File: src/rtl/axi_shim_arbiter_pkg.sv
// Shared types and ID tagging helpers for the axi_shim request arbiter.
// A shim ID carries the requester index above the requester's local ID bits.
package axi_shim_arb_pkg;

    typedef logic [2:0] port_idx_t;

    typedef enum logic {
        IDLE   = 1'b0,
        LOCKED = 1'b1
    } arb_state_e;

    function automatic logic [15:0] tag_id(
        input port_idx_t   idx,
        input logic [15:0] loc,
        input int unsigned lw
    );
        return (16'(idx) << lw) | loc;
    endfunction

    function automatic port_idx_t port_of(
        input logic [15:0] id,
        input int unsigned lw
    );
        return port_idx_t'(id >> lw);
    endfunction

endpackage

File: src/rtl/axi_shim_arbiter_if.sv
// Requester-side and shim-side signal bundle of the axi_shim arbiter.
// slave is the arbiter's view; master is the requester/shim environment.
interface axi_shim_arbiter_if #(
    parameter int NumPorts     = 3,
    parameter int AxiIdWidth   = 4,
    parameter int AxiNumWords  = 4,
    parameter int AxiUserWidth = 64
);
    localparam int PortIdxWidth = $clog2(NumPorts);
    localparam int LocalIdWidth = AxiIdWidth - PortIdxWidth;
    localparam int BlenWidth    = (AxiNumWords > 1) ? $clog2(AxiNumWords) : 1;

    logic [NumPorts-1:0]     port_rd_req_i;
    logic [NumPorts-1:0]     port_rd_gnt_o;
    logic [63:0]             port_rd_addr_i [NumPorts];
    logic [BlenWidth-1:0]    port_rd_blen_i [NumPorts];
    logic [1:0]              port_rd_size_i [NumPorts];
    logic [NumPorts-1:0]     port_rd_lock_i;
    logic [LocalIdWidth-1:0] port_rd_id_i   [NumPorts];
    logic [NumPorts-1:0]     port_rd_valid_o;
    logic [NumPorts-1:0]     port_rd_last_o;
    logic [NumPorts-1:0]     port_rd_exokay_o;
    logic [NumPorts-1:0]     port_rd_rdy_i;
    logic [63:0]             port_rd_data_o;
    logic [AxiUserWidth-1:0] port_rd_user_o;
    logic [LocalIdWidth-1:0] port_rd_id_o;

    logic [NumPorts-1:0]     port_wr_req_i;
    logic [NumPorts-1:0]     port_wr_gnt_o;
    logic [63:0]             port_wr_addr_i [NumPorts];
    logic [63:0]             port_wr_data_i [NumPorts];
    logic [AxiUserWidth-1:0] port_wr_user_i [NumPorts];
    logic [7:0]              port_wr_be_i   [NumPorts];
    logic [BlenWidth-1:0]    port_wr_blen_i [NumPorts];
    logic [1:0]              port_wr_size_i [NumPorts];
    logic [NumPorts-1:0]     port_wr_lock_i;
    logic [5:0]              port_wr_atop_i [NumPorts];
    logic [LocalIdWidth-1:0] port_wr_id_i   [NumPorts];
    logic [NumPorts-1:0]     port_wr_valid_o;
    logic [NumPorts-1:0]     port_wr_exokay_o;
    logic [NumPorts-1:0]     port_wr_rdy_i;
    logic [LocalIdWidth-1:0] port_wr_id_o;

    logic                    shim_rd_req_o;
    logic                    shim_rd_gnt_i;
    logic [63:0]             shim_rd_addr_o;
    logic [BlenWidth-1:0]    shim_rd_blen_o;
    logic [1:0]              shim_rd_size_o;
    logic                    shim_rd_lock_o;
    logic [AxiIdWidth-1:0]   shim_rd_id_o;
    logic                    shim_rd_valid_i;
    logic                    shim_rd_last_i;
    logic                    shim_rd_exokay_i;
    logic [63:0]             shim_rd_data_i;
    logic [AxiUserWidth-1:0] shim_rd_user_i;
    logic [AxiIdWidth-1:0]   shim_rd_id_i;
    logic                    shim_rd_rdy_o;

    logic                    shim_wr_req_o;
    logic                    shim_wr_gnt_i;
    logic [63:0]             shim_wr_addr_o;
    logic [63:0]             shim_wr_data_o;
    logic [AxiUserWidth-1:0] shim_wr_user_o;
    logic [7:0]              shim_wr_be_o;
    logic [BlenWidth-1:0]    shim_wr_blen_o;
    logic [1:0]              shim_wr_size_o;
    logic                    shim_wr_lock_o;
    logic [5:0]              shim_wr_atop_o;
    logic [AxiIdWidth-1:0]   shim_wr_id_o;
    logic                    shim_wr_valid_i;
    logic                    shim_wr_exokay_i;
    logic [AxiIdWidth-1:0]   shim_wr_id_i;
    logic                    shim_wr_rdy_o;

    modport slave (
        input  port_rd_req_i, port_rd_addr_i, port_rd_blen_i,
        input  port_rd_size_i, port_rd_lock_i, port_rd_id_i, port_rd_rdy_i,
        output port_rd_gnt_o, port_rd_valid_o, port_rd_last_o,
        output port_rd_exokay_o, port_rd_data_o, port_rd_user_o, port_rd_id_o,
        input  port_wr_req_i, port_wr_addr_i, port_wr_data_i, port_wr_user_i,
        input  port_wr_be_i, port_wr_blen_i, port_wr_size_i, port_wr_lock_i,
        input  port_wr_atop_i, port_wr_id_i, port_wr_rdy_i,
        output port_wr_gnt_o, port_wr_valid_o, port_wr_exokay_o, port_wr_id_o,
        output shim_rd_req_o, shim_rd_addr_o, shim_rd_blen_o, shim_rd_size_o,
        output shim_rd_lock_o, shim_rd_id_o, shim_rd_rdy_o,
        input  shim_rd_gnt_i, shim_rd_valid_i, shim_rd_last_i,
        input  shim_rd_exokay_i, shim_rd_data_i, shim_rd_user_i, shim_rd_id_i,
        output shim_wr_req_o, shim_wr_addr_o, shim_wr_data_o, shim_wr_user_o,
        output shim_wr_be_o, shim_wr_blen_o, shim_wr_size_o, shim_wr_lock_o,
        output shim_wr_atop_o, shim_wr_id_o, shim_wr_rdy_o,
        input  shim_wr_gnt_i, shim_wr_valid_i, shim_wr_exokay_i, shim_wr_id_i
    );

    modport master (
        output port_rd_req_i, port_rd_addr_i, port_rd_blen_i,
        output port_rd_size_i, port_rd_lock_i, port_rd_id_i, port_rd_rdy_i,
        input  port_rd_gnt_o, port_rd_valid_o, port_rd_last_o,
        input  port_rd_exokay_o, port_rd_data_o, port_rd_user_o, port_rd_id_o,
        output port_wr_req_i, port_wr_addr_i, port_wr_data_i, port_wr_user_i,
        output port_wr_be_i, port_wr_blen_i, port_wr_size_i, port_wr_lock_i,
        output port_wr_atop_i, port_wr_id_i, port_wr_rdy_i,
        input  port_wr_gnt_o, port_wr_valid_o, port_wr_exokay_o, port_wr_id_o,
        input  shim_rd_req_o, shim_rd_addr_o, shim_rd_blen_o, shim_rd_size_o,
        input  shim_rd_lock_o, shim_rd_id_o, shim_rd_rdy_o,
        output shim_rd_gnt_i, shim_rd_valid_i, shim_rd_last_i,
        output shim_rd_exokay_i, shim_rd_data_i, shim_rd_user_i, shim_rd_id_i,
        input  shim_wr_req_o, shim_wr_addr_o, shim_wr_data_o, shim_wr_user_o,
        input  shim_wr_be_o, shim_wr_blen_o, shim_wr_size_o, shim_wr_lock_o,
        input  shim_wr_atop_o, shim_wr_id_o, shim_wr_rdy_o,
        output shim_wr_gnt_i, shim_wr_valid_i, shim_wr_exokay_i, shim_wr_id_i
    );

endinterface

File: src/rtl/axi_shim_arbiter_rr_arb.sv
// Round-robin priority picker: first requester at or after ptr wins.
// Produces a one-hot select, a valid flag and the binary index.
module rr_arb #(
    parameter int N  = 3,
    parameter int IW = 2
) (
    input  logic [N-1:0]  req,
    input  logic [IW-1:0] ptr,
    output logic [N-1:0]  sel,
    output logic          valid,
    output logic [IW-1:0] idx
);

    always_comb begin
        int j;
        sel   = '0;
        valid = 1'b0;
        idx   = '0;
        j     = 0;
        // walk from the farthest offset down so the nearest request wins
        for (int k = N - 1; k >= 0; k--) begin
            j = (int'(ptr) + k) % N;
            if (req[j]) begin
                sel    = '0;
                sel[j] = 1'b1;
                valid  = 1'b1;
                idx    = IW'(j);
            end
        end
    end

endmodule

File: src/rtl/axi_shim_arbiter.sv
// Round-robin arbiter sharing one axi_shim among NumPorts requesters.
// Optional AXI_SHIM_ARB_STATS_EN adds per-channel stall cycle counters.
module axi_shim_arbiter
    import axi_shim_arb_pkg::*;
#(
    parameter int NumPorts       = 3,
    parameter int AxiIdWidth     = 4,
    parameter int AxiNumWords    = 4,
    parameter int AxiUserWidth   = 64,
    parameter int MaxOutstanding = 4
) (
    input  logic clk_i,
    input  logic rst_i,
    axi_shim_arbiter_if.slave bus,
    output logic route_err_o
`ifdef AXI_SHIM_ARB_STATS_EN
    ,
    output logic [31:0] stat_rd_stall_o,
    output logic [31:0] stat_wr_stall_o
`endif
);

    localparam int PW = $clog2(NumPorts);
    localparam int LW = AxiIdWidth - PW;
    localparam int CW = $clog2(MaxOutstanding + 1);

    localparam logic [0:0] S_IDLE   = 1'(IDLE);
    localparam logic [0:0] S_LOCKED = 1'(LOCKED);

    typedef logic [PW-1:0] pidx_t;

    function automatic pidx_t nxt(input pidx_t p);
        return (int'(p) == NumPorts - 1) ? '0 : pidx_t'(p + 1'b1);
    endfunction

    function automatic logic [CW-1:0] cnt_upd(
        input logic [CW-1:0] c,
        input logic          inc,
        input logic          dec
    );
        if (inc && !dec && c != '1) return c + 1'b1;
        if (dec && !inc && c != '0) return c - 1'b1;
        return c;
    endfunction

    logic [CW-1:0]       rd_cnt [NumPorts];
    logic [CW-1:0]       wr_cnt [NumPorts];
    logic [NumPorts-1:0] rd_elig, wr_elig;
    logic [NumPorts-1:0] rd_oh, wr_oh;
    logic                rd_pvld, wr_pvld;
    pidx_t               rd_pick, wr_pick;
    pidx_t               rd_cur, wr_cur;
    pidx_t               rd_rr_q, wr_rr_q;
    pidx_t               rd_sel_q, wr_sel_q;
    logic [0:0]          rd_state_q, wr_state_q;
    logic                rd_act, wr_act;
    logic                rd_fire, wr_fire;
    port_idx_t           rd_port, wr_port;
    logic                rd_ok, wr_ok;
    logic                rd_hs, wr_hs;
    logic                route_err_q;

    always_comb begin
        rd_elig = '0;
        wr_elig = '0;
        for (int p = 0; p < NumPorts; p++) begin
            rd_elig[p] = bus.port_rd_req_i[p] && (rd_cnt[p] < CW'(MaxOutstanding));
            wr_elig[p] = bus.port_wr_req_i[p] && (wr_cnt[p] < CW'(MaxOutstanding));
        end
    end

    rr_arb #(.N(NumPorts), .IW(PW)) u_rd_arb (
        .req   (rd_elig),
        .ptr   (rd_rr_q),
        .sel   (rd_oh),
        .valid (rd_pvld),
        .idx   (rd_pick)
    );

    rr_arb #(.N(NumPorts), .IW(PW)) u_wr_arb (
        .req   (wr_elig),
        .ptr   (wr_rr_q),
        .sel   (wr_oh),
        .valid (wr_pvld),
        .idx   (wr_pick)
    );

    // a locked channel holds its selection whatever the requesters do
    assign rd_cur  = (rd_state_q == S_LOCKED) ? rd_sel_q : rd_pick;
    assign wr_cur  = (wr_state_q == S_LOCKED) ? wr_sel_q : wr_pick;
    assign rd_act  = !rst_i && ((rd_state_q == S_LOCKED) || rd_pvld);
    assign wr_act  = !rst_i && ((wr_state_q == S_LOCKED) || wr_pvld);
    assign rd_fire = rd_act && bus.shim_rd_gnt_i;
    assign wr_fire = wr_act && bus.shim_wr_gnt_i;

    assign bus.port_rd_gnt_o = {NumPorts{rd_fire}} & ((rd_state_q == S_LOCKED)
                             ? (NumPorts'(1) << rd_sel_q) : rd_oh);
    assign bus.port_wr_gnt_o = {NumPorts{wr_fire}} & ((wr_state_q == S_LOCKED)
                             ? (NumPorts'(1) << wr_sel_q) : wr_oh);

    assign bus.shim_rd_req_o  = rd_act;
    assign bus.shim_rd_addr_o = bus.port_rd_addr_i[rd_cur];
    assign bus.shim_rd_blen_o = bus.port_rd_blen_i[rd_cur];
    assign bus.shim_rd_size_o = bus.port_rd_size_i[rd_cur];
    assign bus.shim_rd_lock_o = bus.port_rd_lock_i[rd_cur];
    assign bus.shim_rd_id_o   = AxiIdWidth'(tag_id(port_idx_t'(rd_cur),
                                16'(bus.port_rd_id_i[rd_cur]), LW));

    assign bus.shim_wr_req_o  = wr_act;
    assign bus.shim_wr_addr_o = bus.port_wr_addr_i[wr_cur];
    assign bus.shim_wr_data_o = bus.port_wr_data_i[wr_cur];
    assign bus.shim_wr_user_o = bus.port_wr_user_i[wr_cur];
    assign bus.shim_wr_be_o   = bus.port_wr_be_i[wr_cur];
    assign bus.shim_wr_blen_o = bus.port_wr_blen_i[wr_cur];
    assign bus.shim_wr_size_o = bus.port_wr_size_i[wr_cur];
    assign bus.shim_wr_lock_o = bus.port_wr_lock_i[wr_cur];
    assign bus.shim_wr_atop_o = bus.port_wr_atop_i[wr_cur];
    assign bus.shim_wr_id_o   = AxiIdWidth'(tag_id(port_idx_t'(wr_cur),
                                16'(bus.port_wr_id_i[wr_cur]), LW));

    assign rd_port = port_of(16'(bus.shim_rd_id_i), LW);
    assign wr_port = port_of(16'(bus.shim_wr_id_i), LW);
    assign rd_ok   = int'(rd_port) < NumPorts;
    assign wr_ok   = int'(wr_port) < NumPorts;

    // unroutable responses are swallowed so the shim never stalls on them
    always_comb begin
        bus.shim_rd_rdy_o    = !rd_ok;
        bus.shim_wr_rdy_o    = !wr_ok;
        bus.port_rd_valid_o  = '0;
        bus.port_rd_last_o   = '0;
        bus.port_rd_exokay_o = '0;
        bus.port_wr_valid_o  = '0;
        bus.port_wr_exokay_o = '0;
        for (int p = 0; p < NumPorts; p++) begin
            if (rd_port == port_idx_t'(p)) begin
                bus.shim_rd_rdy_o       = bus.port_rd_rdy_i[p];
                bus.port_rd_valid_o[p]  = !rst_i && bus.shim_rd_valid_i;
                bus.port_rd_last_o[p]   = !rst_i && bus.shim_rd_last_i;
                bus.port_rd_exokay_o[p] = !rst_i && bus.shim_rd_exokay_i;
            end
            if (wr_port == port_idx_t'(p)) begin
                bus.shim_wr_rdy_o       = bus.port_wr_rdy_i[p];
                bus.port_wr_valid_o[p]  = !rst_i && bus.shim_wr_valid_i;
                bus.port_wr_exokay_o[p] = !rst_i && bus.shim_wr_exokay_i;
            end
        end
    end

    assign bus.port_rd_data_o = bus.shim_rd_data_i;
    assign bus.port_rd_user_o = bus.shim_rd_user_i;
    assign bus.port_rd_id_o   = bus.shim_rd_id_i[LW-1:0];
    assign bus.port_wr_id_o   = bus.shim_wr_id_i[LW-1:0];

    assign rd_hs = bus.shim_rd_valid_i && bus.shim_rd_rdy_o && bus.shim_rd_last_i;
    assign wr_hs = bus.shim_wr_valid_i && bus.shim_wr_rdy_o;

    always_ff @(posedge clk_i or posedge rst_i) begin
        if (rst_i) begin
            rd_state_q  <= S_IDLE;
            wr_state_q  <= S_IDLE;
            rd_rr_q     <= '0;
            wr_rr_q     <= '0;
            rd_sel_q    <= '0;
            wr_sel_q    <= '0;
            route_err_q <= 1'b0;
            for (int p = 0; p < NumPorts; p++) begin
                rd_cnt[p] <= '0;
                wr_cnt[p] <= '0;
            end
        end else begin
            if (rd_fire) begin
                rd_state_q <= S_IDLE;
                rd_rr_q    <= nxt(rd_cur);
            end else if (rd_act) begin
                rd_state_q <= S_LOCKED;
                rd_sel_q   <= rd_cur;
            end
            if (wr_fire) begin
                wr_state_q <= S_IDLE;
                wr_rr_q    <= nxt(wr_cur);
            end else if (wr_act) begin
                wr_state_q <= S_LOCKED;
                wr_sel_q   <= wr_cur;
            end
            for (int p = 0; p < NumPorts; p++) begin
                rd_cnt[p] <= cnt_upd(rd_cnt[p], bus.port_rd_gnt_o[p],
                                     rd_hs && rd_port == port_idx_t'(p));
                wr_cnt[p] <= cnt_upd(wr_cnt[p], bus.port_wr_gnt_o[p],
                                     wr_hs && wr_port == port_idx_t'(p));
            end
            if ((bus.shim_rd_valid_i && !rd_ok) || (bus.shim_wr_valid_i && !wr_ok))
                route_err_q <= 1'b1;
        end
    end

    assign route_err_o = route_err_q;

`ifdef AXI_SHIM_ARB_STATS_EN
    logic [31:0] rd_stall_q, wr_stall_q;

    always_ff @(posedge clk_i or posedge rst_i) begin
        if (rst_i) begin
            rd_stall_q <= '0;
            wr_stall_q <= '0;
        end else begin
            if (|bus.port_rd_req_i && !rd_fire) rd_stall_q <= rd_stall_q + 1'b1;
            if (|bus.port_wr_req_i && !wr_fire) wr_stall_q <= wr_stall_q + 1'b1;
        end
    end

    assign stat_rd_stall_o = rd_stall_q;
    assign stat_wr_stall_o = wr_stall_q;
`endif

endmodule

File: src/flat_wrapper.sv
// flat-port wrapper written by rule: the top's interface ports become plain ports
module axi_shim_arbiter_flat import axi_shim_arb_pkg::*;
#(
    parameter int NumPorts       = 3,
    parameter int AxiIdWidth     = 4,
    parameter int AxiNumWords    = 4,
    parameter int AxiUserWidth   = 64,
    parameter int MaxOutstanding = 4
)
  (clk_i, rst_i, route_err_o, bus_port_rd_req_i, bus_port_rd_addr_i, bus_port_rd_blen_i, bus_port_rd_size_i, bus_port_rd_lock_i, bus_port_rd_id_i, bus_port_rd_rdy_i, bus_port_rd_gnt_o, bus_port_rd_valid_o, bus_port_rd_last_o, bus_port_rd_exokay_o, bus_port_rd_data_o, bus_port_rd_user_o, bus_port_rd_id_o, bus_port_wr_req_i, bus_port_wr_addr_i, bus_port_wr_data_i, bus_port_wr_user_i, bus_port_wr_be_i, bus_port_wr_blen_i, bus_port_wr_size_i, bus_port_wr_lock_i, bus_port_wr_atop_i, bus_port_wr_id_i, bus_port_wr_rdy_i, bus_port_wr_gnt_o, bus_port_wr_valid_o, bus_port_wr_exokay_o, bus_port_wr_id_o, bus_shim_rd_req_o, bus_shim_rd_addr_o, bus_shim_rd_blen_o, bus_shim_rd_size_o, bus_shim_rd_lock_o, bus_shim_rd_id_o, bus_shim_rd_rdy_o, bus_shim_rd_gnt_i, bus_shim_rd_valid_i, bus_shim_rd_last_i, bus_shim_rd_exokay_i, bus_shim_rd_data_i, bus_shim_rd_user_i, bus_shim_rd_id_i, bus_shim_wr_req_o, bus_shim_wr_addr_o, bus_shim_wr_data_o, bus_shim_wr_user_o, bus_shim_wr_be_o, bus_shim_wr_blen_o, bus_shim_wr_size_o, bus_shim_wr_lock_o, bus_shim_wr_atop_o, bus_shim_wr_id_o, bus_shim_wr_rdy_o, bus_shim_wr_gnt_i, bus_shim_wr_valid_i, bus_shim_wr_exokay_i, bus_shim_wr_id_i);
  axi_shim_arbiter_if #(.NumPorts(NumPorts), .AxiIdWidth(AxiIdWidth), .AxiNumWords(AxiNumWords), .AxiUserWidth(AxiUserWidth)) bus_i ();
  input  logic clk_i;
  input  logic rst_i;
  output logic route_err_o;
  input wire logic [$bits(bus_i.port_rd_req_i)-1:0] bus_port_rd_req_i;
  input wire logic [$bits(bus_i.port_rd_addr_i)-1:0] bus_port_rd_addr_i;
  input wire logic [$bits(bus_i.port_rd_blen_i)-1:0] bus_port_rd_blen_i;
  input wire logic [$bits(bus_i.port_rd_size_i)-1:0] bus_port_rd_size_i;
  input wire logic [$bits(bus_i.port_rd_lock_i)-1:0] bus_port_rd_lock_i;
  input wire logic [$bits(bus_i.port_rd_id_i)-1:0] bus_port_rd_id_i;
  input wire logic [$bits(bus_i.port_rd_rdy_i)-1:0] bus_port_rd_rdy_i;
  output wire logic [$bits(bus_i.port_rd_gnt_o)-1:0] bus_port_rd_gnt_o;
  output wire logic [$bits(bus_i.port_rd_valid_o)-1:0] bus_port_rd_valid_o;
  output wire logic [$bits(bus_i.port_rd_last_o)-1:0] bus_port_rd_last_o;
  output wire logic [$bits(bus_i.port_rd_exokay_o)-1:0] bus_port_rd_exokay_o;
  output wire logic [$bits(bus_i.port_rd_data_o)-1:0] bus_port_rd_data_o;
  output wire logic [$bits(bus_i.port_rd_user_o)-1:0] bus_port_rd_user_o;
  output wire logic [$bits(bus_i.port_rd_id_o)-1:0] bus_port_rd_id_o;
  input wire logic [$bits(bus_i.port_wr_req_i)-1:0] bus_port_wr_req_i;
  input wire logic [$bits(bus_i.port_wr_addr_i)-1:0] bus_port_wr_addr_i;
  input wire logic [$bits(bus_i.port_wr_data_i)-1:0] bus_port_wr_data_i;
  input wire logic [$bits(bus_i.port_wr_user_i)-1:0] bus_port_wr_user_i;
  input wire logic [$bits(bus_i.port_wr_be_i)-1:0] bus_port_wr_be_i;
  input wire logic [$bits(bus_i.port_wr_blen_i)-1:0] bus_port_wr_blen_i;
  input wire logic [$bits(bus_i.port_wr_size_i)-1:0] bus_port_wr_size_i;
  input wire logic [$bits(bus_i.port_wr_lock_i)-1:0] bus_port_wr_lock_i;
  input wire logic [$bits(bus_i.port_wr_atop_i)-1:0] bus_port_wr_atop_i;
  input wire logic [$bits(bus_i.port_wr_id_i)-1:0] bus_port_wr_id_i;
  input wire logic [$bits(bus_i.port_wr_rdy_i)-1:0] bus_port_wr_rdy_i;
  output wire logic [$bits(bus_i.port_wr_gnt_o)-1:0] bus_port_wr_gnt_o;
  output wire logic [$bits(bus_i.port_wr_valid_o)-1:0] bus_port_wr_valid_o;
  output wire logic [$bits(bus_i.port_wr_exokay_o)-1:0] bus_port_wr_exokay_o;
  output wire logic [$bits(bus_i.port_wr_id_o)-1:0] bus_port_wr_id_o;
  output wire logic [$bits(bus_i.shim_rd_req_o)-1:0] bus_shim_rd_req_o;
  output wire logic [$bits(bus_i.shim_rd_addr_o)-1:0] bus_shim_rd_addr_o;
  output wire logic [$bits(bus_i.shim_rd_blen_o)-1:0] bus_shim_rd_blen_o;
  output wire logic [$bits(bus_i.shim_rd_size_o)-1:0] bus_shim_rd_size_o;
  output wire logic [$bits(bus_i.shim_rd_lock_o)-1:0] bus_shim_rd_lock_o;
  output wire logic [$bits(bus_i.shim_rd_id_o)-1:0] bus_shim_rd_id_o;
  output wire logic [$bits(bus_i.shim_rd_rdy_o)-1:0] bus_shim_rd_rdy_o;
  input wire logic [$bits(bus_i.shim_rd_gnt_i)-1:0] bus_shim_rd_gnt_i;
  input wire logic [$bits(bus_i.shim_rd_valid_i)-1:0] bus_shim_rd_valid_i;
  input wire logic [$bits(bus_i.shim_rd_last_i)-1:0] bus_shim_rd_last_i;
  input wire logic [$bits(bus_i.shim_rd_exokay_i)-1:0] bus_shim_rd_exokay_i;
  input wire logic [$bits(bus_i.shim_rd_data_i)-1:0] bus_shim_rd_data_i;
  input wire logic [$bits(bus_i.shim_rd_user_i)-1:0] bus_shim_rd_user_i;
  input wire logic [$bits(bus_i.shim_rd_id_i)-1:0] bus_shim_rd_id_i;
  output wire logic [$bits(bus_i.shim_wr_req_o)-1:0] bus_shim_wr_req_o;
  output wire logic [$bits(bus_i.shim_wr_addr_o)-1:0] bus_shim_wr_addr_o;
  output wire logic [$bits(bus_i.shim_wr_data_o)-1:0] bus_shim_wr_data_o;
  output wire logic [$bits(bus_i.shim_wr_user_o)-1:0] bus_shim_wr_user_o;
  output wire logic [$bits(bus_i.shim_wr_be_o)-1:0] bus_shim_wr_be_o;
  output wire logic [$bits(bus_i.shim_wr_blen_o)-1:0] bus_shim_wr_blen_o;
  output wire logic [$bits(bus_i.shim_wr_size_o)-1:0] bus_shim_wr_size_o;
  output wire logic [$bits(bus_i.shim_wr_lock_o)-1:0] bus_shim_wr_lock_o;
  output wire logic [$bits(bus_i.shim_wr_atop_o)-1:0] bus_shim_wr_atop_o;
  output wire logic [$bits(bus_i.shim_wr_id_o)-1:0] bus_shim_wr_id_o;
  output wire logic [$bits(bus_i.shim_wr_rdy_o)-1:0] bus_shim_wr_rdy_o;
  input wire logic [$bits(bus_i.shim_wr_gnt_i)-1:0] bus_shim_wr_gnt_i;
  input wire logic [$bits(bus_i.shim_wr_valid_i)-1:0] bus_shim_wr_valid_i;
  input wire logic [$bits(bus_i.shim_wr_exokay_i)-1:0] bus_shim_wr_exokay_i;
  input wire logic [$bits(bus_i.shim_wr_id_i)-1:0] bus_shim_wr_id_i;
  assign bus_i.port_rd_req_i = bus_port_rd_req_i;
  assign bus_i.port_rd_addr_i = {>>{bus_port_rd_addr_i}};
  assign bus_i.port_rd_blen_i = {>>{bus_port_rd_blen_i}};
  assign bus_i.port_rd_size_i = {>>{bus_port_rd_size_i}};
  assign bus_i.port_rd_lock_i = bus_port_rd_lock_i;
  assign bus_i.port_rd_id_i = {>>{bus_port_rd_id_i}};
  assign bus_i.port_rd_rdy_i = bus_port_rd_rdy_i;
  assign bus_port_rd_gnt_o = bus_i.port_rd_gnt_o;
  assign bus_port_rd_valid_o = bus_i.port_rd_valid_o;
  assign bus_port_rd_last_o = bus_i.port_rd_last_o;
  assign bus_port_rd_exokay_o = bus_i.port_rd_exokay_o;
  assign bus_port_rd_data_o = bus_i.port_rd_data_o;
  assign bus_port_rd_user_o = bus_i.port_rd_user_o;
  assign bus_port_rd_id_o = bus_i.port_rd_id_o;
  assign bus_i.port_wr_req_i = bus_port_wr_req_i;
  assign bus_i.port_wr_addr_i = {>>{bus_port_wr_addr_i}};
  assign bus_i.port_wr_data_i = {>>{bus_port_wr_data_i}};
  assign bus_i.port_wr_user_i = {>>{bus_port_wr_user_i}};
  assign bus_i.port_wr_be_i = {>>{bus_port_wr_be_i}};
  assign bus_i.port_wr_blen_i = {>>{bus_port_wr_blen_i}};
  assign bus_i.port_wr_size_i = {>>{bus_port_wr_size_i}};
  assign bus_i.port_wr_lock_i = bus_port_wr_lock_i;
  assign bus_i.port_wr_atop_i = {>>{bus_port_wr_atop_i}};
  assign bus_i.port_wr_id_i = {>>{bus_port_wr_id_i}};
  assign bus_i.port_wr_rdy_i = bus_port_wr_rdy_i;
  assign bus_port_wr_gnt_o = bus_i.port_wr_gnt_o;
  assign bus_port_wr_valid_o = bus_i.port_wr_valid_o;
  assign bus_port_wr_exokay_o = bus_i.port_wr_exokay_o;
  assign bus_port_wr_id_o = bus_i.port_wr_id_o;
  assign bus_shim_rd_req_o = bus_i.shim_rd_req_o;
  assign bus_shim_rd_addr_o = bus_i.shim_rd_addr_o;
  assign bus_shim_rd_blen_o = bus_i.shim_rd_blen_o;
  assign bus_shim_rd_size_o = bus_i.shim_rd_size_o;
  assign bus_shim_rd_lock_o = bus_i.shim_rd_lock_o;
  assign bus_shim_rd_id_o = bus_i.shim_rd_id_o;
  assign bus_shim_rd_rdy_o = bus_i.shim_rd_rdy_o;
  assign bus_i.shim_rd_gnt_i = bus_shim_rd_gnt_i;
  assign bus_i.shim_rd_valid_i = bus_shim_rd_valid_i;
  assign bus_i.shim_rd_last_i = bus_shim_rd_last_i;
  assign bus_i.shim_rd_exokay_i = bus_shim_rd_exokay_i;
  assign bus_i.shim_rd_data_i = bus_shim_rd_data_i;
  assign bus_i.shim_rd_user_i = bus_shim_rd_user_i;
  assign bus_i.shim_rd_id_i = bus_shim_rd_id_i;
  assign bus_shim_wr_req_o = bus_i.shim_wr_req_o;
  assign bus_shim_wr_addr_o = bus_i.shim_wr_addr_o;
  assign bus_shim_wr_data_o = bus_i.shim_wr_data_o;
  assign bus_shim_wr_user_o = bus_i.shim_wr_user_o;
  assign bus_shim_wr_be_o = bus_i.shim_wr_be_o;
  assign bus_shim_wr_blen_o = bus_i.shim_wr_blen_o;
  assign bus_shim_wr_size_o = bus_i.shim_wr_size_o;
  assign bus_shim_wr_lock_o = bus_i.shim_wr_lock_o;
  assign bus_shim_wr_atop_o = bus_i.shim_wr_atop_o;
  assign bus_shim_wr_id_o = bus_i.shim_wr_id_o;
  assign bus_shim_wr_rdy_o = bus_i.shim_wr_rdy_o;
  assign bus_i.shim_wr_gnt_i = bus_shim_wr_gnt_i;
  assign bus_i.shim_wr_valid_i = bus_shim_wr_valid_i;
  assign bus_i.shim_wr_exokay_i = bus_shim_wr_exokay_i;
  assign bus_i.shim_wr_id_i = bus_shim_wr_id_i;
  axi_shim_arbiter #(.NumPorts(NumPorts), .AxiIdWidth(AxiIdWidth), .AxiNumWords(AxiNumWords), .AxiUserWidth(AxiUserWidth), .MaxOutstanding(MaxOutstanding)) u_core (.clk_i(clk_i), .rst_i(rst_i), .bus(bus_i), .route_err_o(route_err_o));
endmodule
File: config.mk
export PLATFORM = sky130hd
export DESIGN_NAME = axi_shim_arbiter_flat
export DESIGN_NICKNAME = d
export VERILOG_FILES = /design/src/rtl/axi_shim_arbiter_pkg.sv /design/src/rtl/axi_shim_arbiter_if.sv /design/src/rtl/axi_shim_arbiter_rr_arb.sv /design/src/rtl/axi_shim_arbiter.sv /design/src/flat_wrapper.sv
export SDC_FILE = /design/constraint.sdc
export NUM_CORES = 1
export LEC_CHECK = 0
export CORE_AREA = 2 2 572 574
export CTS_CLUSTER_SIZE = 16
export DETAILED_ROUTE_END_ITERATION = 16
export DIE_AREA = 0 0 574 576
export DONT_BUFFER_PORTS = 1
export PLACE_DENSITY = 0.3
export SYNTH_ARGS = -nofsm -noshare
export SYNTH_HDL_FRONTEND = slang
export SYNTH_HIERARCHICAL = 1
export SYNTH_SLANG_ARGS = --single-unit
File: constraint.sdc
create_clock -name clk_i -period 5.2 [get_ports clk_i]
set_input_delay 1.04 -clock clk_i [delete_from_list [all_inputs] [get_ports clk_i]]
set_output_delay 1.04 -clock clk_i [all_outputs]
set_load 0.01 [all_outputs]
# After elaboration in Yosys (flattened, before gate mapping)
# Cells that the tools add are included.
# totals
regBits	29
latchBits	0
mem_bits_rw	0
romBits	0
inputBits	1009
out_inout_bits	446
word_cells	336
n_memories	0
# op_classes
addsub	18
multipliers	0
div	6
n_lt_le_gt_ge	24
eq_ne	12
shift	2
mux	161
bitwise	8
n_reduce_logical	92
# ops
cell	count
64-bit binary-select mux with 2-bit select	4
64-bit 2-to-1 mux	8
32-bit by 1-bit greater-or-equal comparator with 1-bit output (second input constant)	6
32-bit by 4-bit < comparator with 1-bit output (second input constant)	6
32-bit by 3-bit remainder unit with 32-bit output (second input constant)	4
3-bit 2-to-1 mux	32
1-bit 2-to-1 mux	69
3-bit by 3-bit remainder unit with 32-bit output (second input constant)	2
1-bit logical AND	56
2-bit 2-to-1 mux	22
2-bit binary-select mux with 2-bit select	6
3-bit by 1-bit adder with 3-bit output (second input constant)	6
3-bit < comparator (second input constant)	6
3-bit inequality test (second input constant)	6
3-bit nonzero test	6
3-bit by 1-bit subtractor with 3-bit output (second input constant)	6
1-bit binary-select mux with 2-bit select	8
8-bit binary-select mux with 2-bit select	1
8-bit 2-to-1 mux	2
2-bit nonzero test	8
1-bit zero test	15
6-bit binary-select mux with 2-bit select	1
1-bit demux with 2-bit select	6
6-bit 2-to-1 mux	2
16 further kinds	35

# Logic depth before layout (Yosys ltp)
# logic_depth
ltp_word	19
depth_mapped	15
ltp_nobuf	12

# Modules after synthesis
# The synthesis kept the hierarchy.
# by_module_without_submodules
mod	n_inst	cells_per_inst	area_per_inst_um2	seq_area_each_um2
axi_shim_arbiter	1	1323	9208.8	725.7
rr_arb	2	45	345.3	0.0

# Worst setup path before layout
# Ideal clock, no wire load.
# synth_path
path_kind	input -> output
startpoint	input port bus_port_wr_req_i[2]
endpoint	output port bus_shim_wr_user_o[52]
arrival_time_ns	3.052
required_ns	4.160
path_slack_ns	1.108
path_stages	11
path_buffers	2
path_cell_list	nor2b_1 mux2i_1 o22ai_1 a21oi_2 a31o_1 mux2i_1 inv_2 buf_4 buf_4 mux2i_1 o21ai_1
# synth_between
elab_chain_cells	12
elab_cells_between_ends	18
cone_classes	mux (16); bitwise (1); reduce/logical (1)
# synth_lines
element	line_no	source
from (decl)	flat_wrapper.sv:29	input wire logic [$bits(bus_i.port_wr_req_i)-1:0] bus_port_wr_req_i;
1-bit logical AND (*)	axi_shim_arbiter.sv:68	wr_elig[p] = bus.port_wr_req_i[p] && (wr_cnt[p] < CW'(MaxOutstanding));
1-bit binary-select mux with 2-bit select	axi_shim_arbiter_rr_arb.sv:23	if (req[j]) begin
1-bit 2-to-1 mux (implied by the code) (2 in series)	axi_shim_arbiter_rr_arb.sv:23	
2-bit 2-to-1 mux (2 in series)	axi_shim_arbiter_rr_arb.sv:23	
2-bit 2-to-1 mux (*)	axi_shim_arbiter_rr_arb.sv:23	
via u_core.wr_pick[0]	axi_shim_arbiter.sv:51	pidx_t rd_pick, wr_pick;
2-bit 2-to-1 mux (*)	axi_shim_arbiter.sv:90	assign wr_cur = (wr_state_q == S_LOCKED) ? wr_sel_q : wr_pick;
2-bit NOT with 3-bit output (implied by the code) (*)	axi_shim_arbiter.sv:112	assign bus.shim_wr_user_o = bus.port_wr_user_i[wr_cur];
64-bit binary-select mux with 2-bit select (*)	axi_shim_arbiter.sv:112	
64-bit 2-to-1 mux (implied by the code) (*) (2 in series)	axi_shim_arbiter.sv:112	
to (decl)	flat_wrapper.sv:61	output wire logic [$bits(bus_i.shim_wr_user_o)-1:0] bus_shim_wr_user_o;
# Mark *: on every way through the listed nets, which the timed path passes. The rest lies on a longest branch. The select of a mux whose other input is x is not followed.

# Final worst setup path
# layout_path
startpoint	input port bus_port_wr_req_i[2]
endpoint	output port bus_shim_wr_addr_o[20]
# layout_between
elab_chain_cells	12
elab_cells_between_ends	18
cone_classes	mux (16); bitwise (1); reduce/logical (1)
# layout_lines
element	line_no	source
1-bit logical AND (*)	axi_shim_arbiter.sv:68	
1-bit binary-select mux with 2-bit select	axi_shim_arbiter_rr_arb.sv:23	
1-bit 2-to-1 mux (implied by the code) (2 in series)	axi_shim_arbiter_rr_arb.sv:23	
2-bit 2-to-1 mux (2 in series)	axi_shim_arbiter_rr_arb.sv:23	
2-bit 2-to-1 mux (*)	axi_shim_arbiter_rr_arb.sv:23	
via u_core.wr_pick[0]	axi_shim_arbiter.sv:51	
2-bit 2-to-1 mux (*)	axi_shim_arbiter.sv:90	
2-bit NOT with 3-bit output (implied by the code) (*)	axi_shim_arbiter.sv:110	assign bus.shim_wr_addr_o = bus.port_wr_addr_i[wr_cur];
64-bit binary-select mux with 2-bit select (*)	axi_shim_arbiter.sv:110	
64-bit 2-to-1 mux (implied by the code) (*) (2 in series)	axi_shim_arbiter.sv:110	
to (decl)	flat_wrapper.sv:59	output wire logic [$bits(bus_i.shim_wr_addr_o)-1:0] bus_shim_wr_addr_o;
# Marked as above.

==> flow_summary_export.csv <==
group,metric,value,unit
status,status,"complete, no violations",
pwr,vdd_ir_drop_max,0.000380,V
die,die_w,574,um
setup_path,crit_arrival,4.05,ns
run,max_cap_violations,0,
detailed_routing,drt_iter0_markers,892,
logic_synthesis,yosysUniqueCellTypes,57,
logic_synthesis,yosysTopAreaCell,"mux2i_1",
setup_path,worst_setup_path_end_kind,"primary output",
grt,grt_pass1_wl,247000,um
hold_path,hold_class,"reg2reg",
setup_path,cp-start-kind,"input pin",
final_layout,fin_nets,2519,
logic_synthesis,synth_most_common_cell,"nand2_1",
detailed_routing,viasPerCell,2.18,
logic_synthesis,synthCells,1413,
setup_path,regToRegStartpoint,"u_core/wr_rr_q[0]",
detailed_routing,post_drt_wl_per_cell,37.7,um
logic_synthesis,synth_area_per_cell,7.01,um2
place,finalWeightedCongestion,1.06,
place,place_hpwl,206000,um
grt,grt.total_usage,0.127,
final_layout,final_core_util,0.0554,
setup_path,regToRegSetupSlack,1.86,ns
detailed_routing,ant_nets,0,
setup_path,crit_start,"bus_port_wr_req_i[2]",
clock_network,clock_latency,0.28,ns
clock_network,cts_tree,"yes",
sta,slew_viol_final,0,
sta,setup_tns,0,ns
die,rows,210,
final_layout,drive_gt1_frac,0.286,
logic_synthesis,netlist_top_cells_area,"mux2i_1 30%, nand2_1 12%, buf_4 12%",
final_layout,synthToLayoutAreaGrowth,82.1,%
logic_synthesis,synth_area,9900,um2
clock_network,root_buffer,"clkbuf_16",
setup_path,ff2ff_path_depth,11,
place,port-buffer-count,0,
clock_network,numCtsBuffers,5,
setup_path,critical_path_class,"in2out",
detailed_routing,vias,12900,
logic_synthesis,synth.yosys.warnings,6,
logic_synthesis,syn_nets,2454,
logic_synthesis,synth_flop_cell,"dfrtp_1",
clock_network,clkTransAtPathRegs,0.05,ns
setup_path,critPathRequiredTime,4.16,ns
detailed_routing,firstDrtPassIters,5,
detailed_routing,drc,0,
hold_path,hold-path-cell-count,1,
logic_synthesis,seq_area_frac_synth,0.0733,
sta,timing.slew.headroom,0.347,
grt,antenna_found_initial,206,
sta,hold_violations,0,
logic_synthesis,synthArstFlopShare,1.00,
sta,period_minus_slack,5.09,ns
grt,grt_overflow,0,
sta,setup_viol,0,
pwr,pwr_density_cell,888,nW/um2
pwr,finalPower,16000,uW
die,start_util,0.0304,
setup_path,cp_max_fo,27,
logic_synthesis,ys_ff_latch,29,
die,num_io_pins,1455,
logic_synthesis,synth_common_cells,"310 x nand2_1, 296 x mux2i_1, 184 x o21ai_1",
detailed_routing,drt_wl_total,223000,um
hold_path,min_to,"u_core/wr_cnt[6]",
pwr,p_leak,0.00532,uW
die,dieArea,331000,um2
grt,grt_max_degree,81,
die,die_h,576,um
clock_network,htreeDepth,2,
final_layout,num-fill-cells,38700,
grt,grt_pass1_vias,12300,
sta,max_clock_freq,0.196,GHz
setup_path,r2r-end,"u_core/wr_cnt[4]",
sta,skew,0.00360,ns
sta,grt_setup_unrepaired,"no",
sta,max_slew.worst_pin.slew,0.973,ns
logic_synthesis,synth-edff-count,0,
logic_synthesis,synth_top_area_frac,0.299,
clock_network,cts_max_path_buffers,2,
clock_network,cts.sink_count,29,
sta,fin_crit_sh,0.979,
hold_path,hold_path_startpoint,"u_core/wr_cnt[6]",
die,core-area,325000,um2
[per-layer routing]
layer  GRT usage  wire length (um)  up-vias
met2       0.243            118000     1460
li1            -                 -     5032
met5           0               308        -
met1      0.0947             57100     5788
met3      0.0762             30800      524
met4      0.0768             16400       46
[how the worst max path moves through the flow]
stage	slack [ns]	depth (start not counted)	endpoint
finish	0.11	13	bus_shim_wr_addr_o[20]
global route	0.03	14	bus_shim_wr_addr_o[2]
CTS	-0.08	14	bus_shim_wr_be_o[0]
detailed placement	-0.58	13	bus_shim_wr_addr_o[20]
global placement	-0.72	13	bus_shim_wr_addr_o[20]
floorplan	1.11	11	bus_shim_wr_user_o[52]
[area by class of cell]
cell class	instances	area (um2)	share of cell area
multi-input combinational	1106	7960	0.441
sequential	29	726	0.0403
clock buffer	8	136	0.00757
tap	4346	5440	0.302
antenna	79	198	0.0110
inverter	39	156	0.00868
timing repair buffer	297	3420	0.190
[critical path, stage by stage]
cell,delay (ns)
nor2b_1,0.11
buf_4,0.17
nor3b_1,0.24
o21ai_1,0.13
a21oi_1,0.22
a31o_1,0.16
mux2i_2,0.10
buf_6,0.17
inv_8,0.11
buf_16,0.36
mux2i_2,0.57
o21ai_1,0.33
buf_4,0.26
[stage by stage]
stage / setup WS [ns] / hold slack [ns] / cell area [um2] / instances
after floorplan: 1.11 / 0.473 / 9900 / 1413
after global placement: -0.716 / 0.505 / 17400 / 5810
after detailed placement: -0.579 / 0.500 / 17400 / 5810
after CTS: -0.0832 / 0.510 / 17700 / 5821
after global routing: 0.0272 / 0.533 / 18000 / 5876
final: 0.111 / 0.523 / 18000 / 5904
[state kept, by name, indices dropped and copies added, names as in the netlist]
signal              cells
u_core/route_err_o      1
u_core/wr_rr_q          2
u_core/rd_cnt           9
u_core/wr_cnt           9
u_core/rd_rr_q          2
u_core/wr_sel_q         2
u_core/rd_state_q       1
u_core/rd_sel_q         2
u_core/wr_state_q       1
[where the power goes]
group | internal [uW] | switching (uW)
combinational | 5380 | 9890
sequential | 331 | 124
clock | 178 | 111
[cell usage in the layout, fill, tap and decap left out, types with 4 or more instances in the layout]
cell,netlist,routed
a21oi_1,14,14
a31o_1,4,4
and3_1,6,6
buf_12,0,83
buf_4,152,206
clkbuf_16,0,7
dfrtp_1,29,29
diode_2,0,79
ha_1,32,31
inv_1,35,35
mux2_2,7,7
mux2i_1,296,273
mux2i_2,0,6
mux2i_4,2,19
nand2_1,310,300
nand2_2,0,5
nand2_4,0,5
nand2b_1,10,10
nand3b_1,8,8
nor2_1,18,18
nor2b_1,18,18
nor3_1,8,8
nor3b_1,5,5
o211ai_1,7,7
o21ai_0,106,39
o21ai_1,184,190
o21ai_2,0,44
o21ai_4,0,17
o22ai_1,6,6
o31ai_1,4,4
xnor2_1,6,6
[logic make-up after synthesis]
family	synth area share
simple gates	0.174
xor+xnor	0.00531
fa+ha+maj	0.0404
mux	0.315
buf+inv	0.190
flops	0.0733
compound gates	0.202
[repair_timing]
| action | 4_1_cts | 5_1_grt |
|---|---|---|
| buffers inserted | 1 | 2 |
| setup endpoints to repair | 27 | 24 |
| hold buffers | 0 | 0 |
| cloned | 2 | 2 |
| pin swaps | 1 | 1 |
| gates resized for setup | 20 | 12 |
Note: power is estimated with default switching activity, not from simulation.
